**src/rtl/regfile_wb_sink_pkg.sv**
```systemverilog
// Shared definitions for the write-back to register-file path.
package regfile_wb_sink_pkg;

    localparam int ADDR_W   = 4;
    localparam int DATA_W   = 32;
    localparam int NUM_REGS = 16;

    // Return-address register, written by WB on a call
    localparam logic [ADDR_W-1:0] RA_REG = 4'hF;

    // Write request as produced by the WB stage
    typedef struct packed {
        logic [ADDR_W-1:0] addr;
        logic [DATA_W-1:0] data;
    } wr_req_t;

    // Occupancy class of the write queue
    typedef enum logic [1:0] {
        Q_EMPTY   = 2'd0,
        Q_PARTIAL = 2'd1,
        Q_FULL    = 2'd2
    } q_state_e;

endpackage

```
**src/rtl/regfile_wb_sink_if.sv**
```systemverilog
// Valid/ready write-request channel from the WB stage into the register file.
interface regfile_wb_sink_if
    import regfile_wb_sink_pkg::*;
();

    logic              WrValid;
    logic              WrReady;
    logic [ADDR_W-1:0] WrAddr;
    logic [DATA_W-1:0] WrData;

    modport master (output WrValid, output WrAddr, output WrData, input WrReady);
    modport slave  (input WrValid, input WrAddr, input WrData, output WrReady);

endinterface

```
**src/rtl/regfile_wb_sink_wb_write_queue.sv**
```systemverilog
// DEPTH-entry write FIFO with occupancy tracking and a youngest-hit address
// search used for read forwarding. DEPTH must be a power of two so the
// pointers wrap for free.
module wb_write_queue
    import regfile_wb_sink_pkg::*;
#(
    parameter int DEPTH = 2
) (
    input  logic                         clk,
    input  logic                         rst_n,
    input  logic                         push_i,
    input  wr_req_t                      push_req_i,
    input  logic                         pop_en_i,
    output wr_req_t                      head_o,
    output logic                         empty_o,
    output logic                         ready_o,
    output logic [$clog2(DEPTH+1)-1:0]   count_o,
    input  logic [ADDR_W-1:0]            rd_addr1_i,
    input  logic [ADDR_W-1:0]            rd_addr2_i,
    output logic                         hit1_o,
    output logic [DATA_W-1:0]            hit_data1_o,
    output logic                         hit2_o,
    output logic [DATA_W-1:0]            hit_data2_o
);

    localparam int PTR_W = $clog2(DEPTH);
    localparam int CNT_W = $clog2(DEPTH + 1);

    q_state_e         state_q, state_d;
    logic [PTR_W-1:0] head_q, head_d;
    logic [PTR_W-1:0] tail_q, tail_d;
    logic [CNT_W-1:0] count_q, count_d;
    logic [PTR_W-1:0] idx;
    logic             do_pop;
    wr_req_t          mem_q [DEPTH];

    assign do_pop  = pop_en_i && (state_q != Q_EMPTY);
    assign head_o  = mem_q[head_q];
    assign empty_o = (state_q == Q_EMPTY);
    assign ready_o = (state_q != Q_FULL);
    assign count_o = count_q;

    // Next pointers, occupancy and queue state
    always_comb begin
        // NOTE: every output of a combinational block gets a default first so no path leaves it holding a value (which would infer a latch).
        head_d  = head_q;
        tail_d  = tail_q;
        count_d = count_q;
        state_d = state_q;

        if (push_i) tail_d = tail_q + PTR_W'(1);
        if (do_pop) head_d = head_q + PTR_W'(1);

        case ({push_i, do_pop})
            2'b10:   count_d = count_q + CNT_W'(1);
            2'b01:   count_d = count_q - CNT_W'(1);
            default: count_d = count_q;
        endcase

        case (state_q)
            Q_EMPTY: begin
                if (push_i) state_d = Q_PARTIAL;
            end
            Q_PARTIAL: begin
                if (do_pop && !push_i && (count_q == CNT_W'(1)))
                    state_d = Q_EMPTY;
                else if (push_i && !do_pop && (count_q == CNT_W'(DEPTH - 1)))
                    state_d = Q_FULL;
            end
            Q_FULL: begin
                if (do_pop) state_d = Q_PARTIAL;
            end
            default: state_d = Q_EMPTY;
        endcase
    end

    // Pointer, count and state registers; reset discards all queued writes
    always_ff @(posedge clk or negedge rst_n) begin
        if (!rst_n) begin
            state_q <= Q_EMPTY;
            head_q  <= '0;
            tail_q  <= '0;
            count_q <= '0;
        end else begin
            state_q <= state_d;
            head_q  <= head_d;
            tail_q  <= tail_d;
            count_q <= count_d;
        end
    end

    // Entry storage, written at the tail on an accepted request
    always_ff @(posedge clk) begin
        // NOTE: payload storage has no reset; whether an entry is live is decided solely by the occupancy count.
        // NOTE: non-blocking assignment so every register samples pre-edge values, independent of block order.
        if (push_i) mem_q[tail_q] <= push_req_i;
    end

    // Scan live entries oldest to youngest so the youngest match wins
    always_comb begin
        idx         = '0;
        hit1_o      = 1'b0;
        hit_data1_o = '0;
        hit2_o      = 1'b0;
        hit_data2_o = '0;
        for (int k = 0; k < DEPTH; k++) begin
            idx = head_q + PTR_W'(k);
            if (CNT_W'(k) < count_q) begin
                if (mem_q[idx].addr == rd_addr1_i) begin
                    hit1_o      = 1'b1;
                    hit_data1_o = mem_q[idx].data;
                end
                if (mem_q[idx].addr == rd_addr2_i) begin
                    hit2_o      = 1'b1;
                    hit_data2_o = mem_q[idx].data;
                end
            end
        end
    end

endmodule

```
**src/rtl/regfile_wb_sink.sv**
```systemverilog
// Register-file endpoint for the write-back path: queues WB writes, commits
// one per cycle into the array unless frozen, and serves two combinational
// read ports that forward pending queued data.
module regfile_wb_sink
    import regfile_wb_sink_pkg::*;
#(
    parameter int DEPTH   = 2,
    parameter int NREGS   = NUM_REGS,
    parameter int DW      = DATA_W,
    parameter int ZERO_R0 = 0,
    // Three bits covers DEPTH up to 4; widens only for DEPTH = 8
    parameter int PEND_W  = ($clog2(DEPTH + 1) > 3) ? $clog2(DEPTH + 1) : 3
) (
    input  logic              Clk,
    input  logic              Reset_n,
    regfile_wb_sink_if.slave  wr,
    input  logic              Freeze,
    input  logic [ADDR_W-1:0] RdAddr1,
    output logic [DW-1:0]     RdData1,
    input  logic [ADDR_W-1:0] RdAddr2,
    output logic [DW-1:0]     RdData2,
    output logic [PEND_W-1:0] Pending,
    output logic              Idle
);

    localparam int CNT_W = $clog2(DEPTH + 1);

    wr_req_t          push_req;
    wr_req_t          head_req;
    logic             push;
    logic             commit;
    logic             arr_we;
    logic             q_empty;
    logic             q_ready;
    logic [CNT_W-1:0] q_count;
    logic             hit1, hit2;
    logic [DW-1:0]    hit_data1, hit_data2;
    logic [DW-1:0]    regs_q [NREGS];

    // Ready comes from registered occupancy only, never from WrValid
    assign push       = wr.WrValid && q_ready;
    assign push_req   = '{addr: wr.WrAddr, data: wr.WrData};
    assign wr.WrReady = q_ready;
    assign Idle       = q_empty;
    assign Pending    = PEND_W'(q_count);

    // r0 writes still occupy a slot when ZERO_R0 is set; only the commit is dropped
    assign commit = !Freeze && !q_empty;
    assign arr_we = commit && !((ZERO_R0 != 0) && (head_req.addr == '0));

    wb_write_queue #(
        .DEPTH (DEPTH)
    ) u_queue (
        .clk         (Clk),
        .rst_n       (Reset_n),
        .push_i      (push),
        .push_req_i  (push_req),
        .pop_en_i    (!Freeze),
        .head_o      (head_req),
        .empty_o     (q_empty),
        .ready_o     (q_ready),
        .count_o     (q_count),
        .rd_addr1_i  (RdAddr1),
        .rd_addr2_i  (RdAddr2),
        .hit1_o      (hit1),
        .hit_data1_o (hit_data1),
        .hit2_o      (hit2),
        .hit_data2_o (hit_data2)
    );

    // Architectural array: cleared on reset, written by the committing head
    always_ff @(posedge Clk or negedge Reset_n) begin
        if (!Reset_n) begin
            for (int i = 0; i < NREGS; i++) regs_q[i] <= '0;
        end else if (arr_we) begin
            regs_q[head_req.addr] <= head_req.data;
        end
    end

    // Read ports: hard zero for r0 when enabled, else youngest queued hit, else array
    always_comb begin
        RdData1 = regs_q[RdAddr1];
        RdData2 = regs_q[RdAddr2];
        if (hit1) RdData1 = hit_data1;
        if (hit2) RdData2 = hit_data2;
        if ((ZERO_R0 != 0) && (RdAddr1 == '0)) RdData1 = '0;
        if ((ZERO_R0 != 0) && (RdAddr2 == '0)) RdData2 = '0;
    end

endmodule
```
**src/flat_wrapper.sv**
```systemverilog
// flat-port wrapper written by rule: the top's interface ports become plain ports
module regfile_wb_sink_flat import regfile_wb_sink_pkg::*;
#(
    parameter int DEPTH   = 2,
    parameter int NREGS   = NUM_REGS,
    parameter int DW      = DATA_W,
    parameter int ZERO_R0 = 0,
                                                                 
    parameter int PEND_W  = ($clog2(DEPTH + 1) > 3) ? $clog2(DEPTH + 1) : 3
)
  (Clk, Reset_n, Freeze, RdAddr1, RdData1, RdAddr2, RdData2, Pending, Idle, wr_WrValid, wr_WrAddr, wr_WrData, wr_WrReady);
  regfile_wb_sink_if wr_i ();
  input  logic Clk;
  input  logic Reset_n;
  input  logic Freeze;
  input  logic [ADDR_W-1:0] RdAddr1;
  output logic [DW-1:0] RdData1;
  input  logic [ADDR_W-1:0] RdAddr2;
  output logic [DW-1:0] RdData2;
  output logic [PEND_W-1:0] Pending;
  output logic Idle;
  input wire logic [$bits(wr_i.WrValid)-1:0] wr_WrValid;
  input wire logic [$bits(wr_i.WrAddr)-1:0] wr_WrAddr;
  input wire logic [$bits(wr_i.WrData)-1:0] wr_WrData;
  output wire logic [$bits(wr_i.WrReady)-1:0] wr_WrReady;
  assign wr_i.WrValid = wr_WrValid;
  assign wr_i.WrAddr = wr_WrAddr;
  assign wr_i.WrData = wr_WrData;
  assign wr_WrReady = wr_i.WrReady;
  regfile_wb_sink #(.DEPTH(DEPTH), .NREGS(NREGS), .DW(DW), .ZERO_R0(ZERO_R0), .PEND_W(PEND_W)) u_core (.Clk(Clk), .Reset_n(Reset_n), .wr(wr_i), .Freeze(Freeze), .RdAddr1(RdAddr1), .RdData1(RdData1), .RdAddr2(RdAddr2), .RdData2(RdData2), .Pending(Pending), .Idle(Idle));
endmodule
```
**config.mk**
```make
export PLATFORM = sky130hd
export DESIGN_NAME = regfile_wb_sink_flat
export DESIGN_NICKNAME = d
export VERILOG_FILES = /design/src/rtl/regfile_wb_sink_pkg.sv /design/src/rtl/regfile_wb_sink_if.sv /design/src/rtl/regfile_wb_sink_wb_write_queue.sv /design/src/rtl/regfile_wb_sink.sv /design/src/flat_wrapper.sv
export SDC_FILE = /design/constraint.sdc
export NUM_CORES = 1
export LEC_CHECK = 0
export BUFFER_PORTS_ARGS = -buffer_cell sky130_fd_sc_hd__clkbuf_2
export CORE_AREA = 2 2 253 255
export CTS_CLUSTER_DIAMETER = 150
export CTS_CLUSTER_SIZE = 28
export DETAILED_ROUTE_END_ITERATION = 8
export DIE_AREA = 0 0 255 257
export HOLD_SLACK_MARGIN = 0.05
export PLACE_DENSITY = 0.66
export SYNTH_ARGS = -nofsm -noshare
export SYNTH_HDL_FRONTEND = slang
export SYNTH_SLANG_ARGS = --single-unit
```
**constraint.sdc**
```tcl
create_clock -name Clk -period 4.1 [get_ports Clk]
set_input_delay 0 -clock Clk [delete_from_list [all_inputs] [get_ports Clk]]
set_output_delay 0 -clock Clk [all_outputs]
set_load 0.03 [all_outputs]
```
==> results.yml <==
timing:
  fin_crit_ns: 3.80
  finalSetupTns_ns: 0
  rsz0062_at_grt: "no"
  relSlewSlack_pct: 9.08
  fmax_mhz: 263
  setup_viol: 0
  tightestPinTransition_ns: 1.33
  finalClockSkew_ns: 0.0404
  finalWorstSetupSlack_ns: 0.301
  slew_viol_final: 0
  finalHoldViolCount: 0
  post-route-period-util_pct: 92.7
yosys:
  synth_ff_type: "dfrtp_1"
  synth-seq-area-share_pct: 48.6
  ys_warn_count: 0
  async_flop_share_pct: 87.8
  synth_cells: 2907
  synth_area_um2: 31100
  synth_top_cells_by_area: "dfrtp_1, mux4_2, edfxtp_1"
  synth_top_cell_area_share_pct: 41.7
  synthTopCellsByCount: "dfrtp_1, nand2_1, o21ai_0"
  synth_area_leader_cell: "dfrtp_1"
  synth_seq_cells: 590
  postSynthAreaPerCell_um2: 10.7
  synth-edff-count: 72
  syn_nets: 2959
  yosysMostFrequentCell: "dfrtp_1"
  synthDistinctLibCells: 38
pwr:
  power.switching_mw: 9.89
  seqPwrFrac_pct: 44.3
  p_int_mw: 14.2
  p_comb_share_pct: 43.2
  p_leak_nw: 13.5
  p_sw_share_pct: 41.1
  pwr-share-clk_pct: 12.5
  ir_drop_v: 0.000683
  p_per_area_nw_per_um2: 716
global_routing:
  grt_pass1_wl_um: 150000
  grt_max_degree: 192
  grt_overflow_total: 0
  grt_usage_pct: 30.3
  antenna_found_initial: 0
  grt_pass1_vias: 24734
floorplan:
  core_area_um2: 62700
  pin_count: 117
  initial_core_util_pct: 49.6
  die_x_um: 255
  die_y_um: 257
  dieArea_um2: 65500
  rows: 92
clocking:
  cts_resized: 0
  post-cts-setup-buffer-count: 0
  tritoncts: "done"
  clock-sinks: 590
  cts_made_buffers: 25
  root_buffer: "clkbuf_16"
  clkLatencyLatePin_ns: 0.61
  htreeDepth: 1
  cts.path.max_buffers: 3
  clkTransAtPathRegs_ns: 0.12
critical_path:
  end_kind: "primary output"
  worstPathRequired_ns: 4.10
  cp.arrival_ns: 3.80
  crit_type: "flip-flop to primary output"
  cp_max_fo: 51
  cp-start-kind: "flip-flop"
placed_design:
  place_area_um2: 32500
  post-place-ws_ns: 1.02
  place.detailed.hpwl_um: 61800
  io_buffers: 115
  place_congestion: 0.871
cells_and_area:
  antenna_cells: 0
  fin_nets: 2934
  drive_gt1_share_pct: 19.0
  areaGrowthSynthToFinish_pct: 8.00
  fin_util_pct: 53.6
  fin_area_um2: 33600
worst_hold_path:
  hp-class: "input port to async pin"
drt:
  firstDrtPassIters: 6
  avgRoutedWirePerCell_um: 26.5
  drt-initial-drc-count: 2940
  via_per_inst: 6.66
  drc: 0
  num_vias: 24859
  wirelength_um: 99100
  ant_nets: 0
flow_run:
  cap_violations: 0
status:
  outcome: "finished, final reports clean"
-- sequential cells by signal, summed over array words and instances, names as in the netlist --
| signal | flops |
|---|---|
| u_core.regs_q | 512 |
| u_core.u_queue.tail_q | 1 |
| u_core.u_queue.state_q | 2 |
| u_core.u_queue.head_q | 1 |
| u_core.u_queue.mem_q | 72 |
| u_core.u_queue.count_o | 2 |
-- path summary, 6_finish.rpt --
path                       cells past startpoint  slack (ns)                     endpoint                      start
max                                            9        0.30                  RdData1[22]  u_core.u_queue.count_o[1]
min                                            2        0.05            u_core.regs_q[86]                    Reset_n
max reg2reg                                    6        0.95           u_core.regs_q[145]      u_core.u_queue.head_q
min reg2reg                                    2        0.51           u_core.regs_q[112]         u_core.regs_q[112]
max in group asynchronous                      3        2.85           u_core.regs_q[340]                    Reset_n
min in group Clk                               2        0.11  u_core.u_queue.mem_q[1][13]              wr_WrData[13]
-- layer usage --
layer	share of wire, %	vias to the layer above	wire [µm]	track usage (%)
li1	-	10645	-	-
met1	38	12618	37400	40.7
met2	47	1302	46200	47.1
met3	8.9	294	8800	5.08
met4	6.8	0	6740	16.8
met5	0	-	0	0
-- worst max-delay path, stage by stage, from the launching register on --
cell and delay (ns):
dfrtp_1 0.47, inv_1 0.11, ha_1 0.26, or3b_1 0.38, mux2i_1 0.19, and4_4 0.61, buf_12 0.31, nor3_1 0.09
nor4_1 0.42, clkbuf_2 0.29
-- power by group through the flow --
stage               logic, mW  registers [mW]  clock network (mW)
detailed placement       10.3            10.7                   0
CTS                      10.3            10.6                3.06
global route             11.3            11.0                3.26
finish                   10.4            10.7                3.00
floorplan                7.61            9.97                   0
global placement         9.93            10.4                   0
-- cells in the final DEF, fill, tap and decap left out, types with 3 or more instances in the layout --
| cell type | synthesis | routed |
|---|---|---|
| dfrtp_1 | 518 | 517 |
| nand2_1 | 333 | 327 |
| o21ai_0 | 322 | 322 |
| nor2_1 | 261 | 260 |
| mux4_2 | 256 | 256 |
| a21oi_1 | 256 | 256 |
| o22ai_1 | 130 | 130 |
| nor3_1 | 130 | 130 |
| nor4_1 | 124 | 124 |
| clkbuf_2 | 0 | 108 |
| nand2b_1 | 75 | 75 |
| edfxtp_1 | 72 | 72 |
| buf_4 | 15 | 67 |
| dlygate4sd3_1 | 0 | 40 |
| or2_2 | 36 | 36 |
| mux2i_1 | 38 | 33 |
| clkbuf_16 | 0 | 26 |
| buf_12 | 0 | 18 |
| xor2_1 | 12 | 12 |
| mux2i_2 | 4 | 9 |
| nand2_2 | 0 | 6 |
| clkbuf_1 | 193 | 6 |
| inv_1 | 5 | 5 |
| nor2b_1 | 6 | 5 |
| nand4_1 | 4 | 4 |
| nor3_4 | 0 | 4 |
| nand3_2 | 0 | 4 |
| xnor2_1 | 4 | 4 |
| ha_1 | 4 | 4 |
| mux2_2 | 3 | 3 |
-- what timing repair did --
action                                  CTS  global route
hold buffers                             40             0
hold endpoints to repair                173             0
endpoints found under the setup margin    0             0
-- logic make-up (layout without fill, tap and decap cells) --
kind of cell | after synthesis | count (layout) | share of synthesized area [%]
xor+xnor | 16 | 16 | 0.450
buf+inv | 294 | 275 | 4.02
fa+ha+maj | 4 | 4 | 0.161
simple gates | 989 | 989 | 14.7
flops | 590 | 590 | 48.6
compound gates | 712 | 712 | 12.0
mux | 301 | 301 | 20.0
other cells | 1 | 1 | 0.0121
-- layout make-up --
class / instances / area, µm²
Tap cell: 846 / 1060
Multi-Input combinational cell: 2023 / 14800
Fill cell: 5393 / 29100
Inverter: 5 / 18.8
Clock inverter: 2 / 38.8
Timing Repair Buffer: 237 / 1870
Sequential cell: 590 / 15100
Clock buffer: 31 / 648
-- stage by stage --
| step | hold slack, ns | power, mW | cells |
|---|---|---|---|
| finish | 0.0452 | 24.1 | 3734 |
| global route | 0.112 | 25.5 | 3734 |
| CTS | 0.0995 | 24.0 | 3732 |
| detailed placement | 0.121 | 21.0 | 3659 |
| global placement | 0.114 | 20.3 | 3659 |
| floorplan | -0.296 | 17.6 | 2907 |
(Power assumes the default switching activity.)
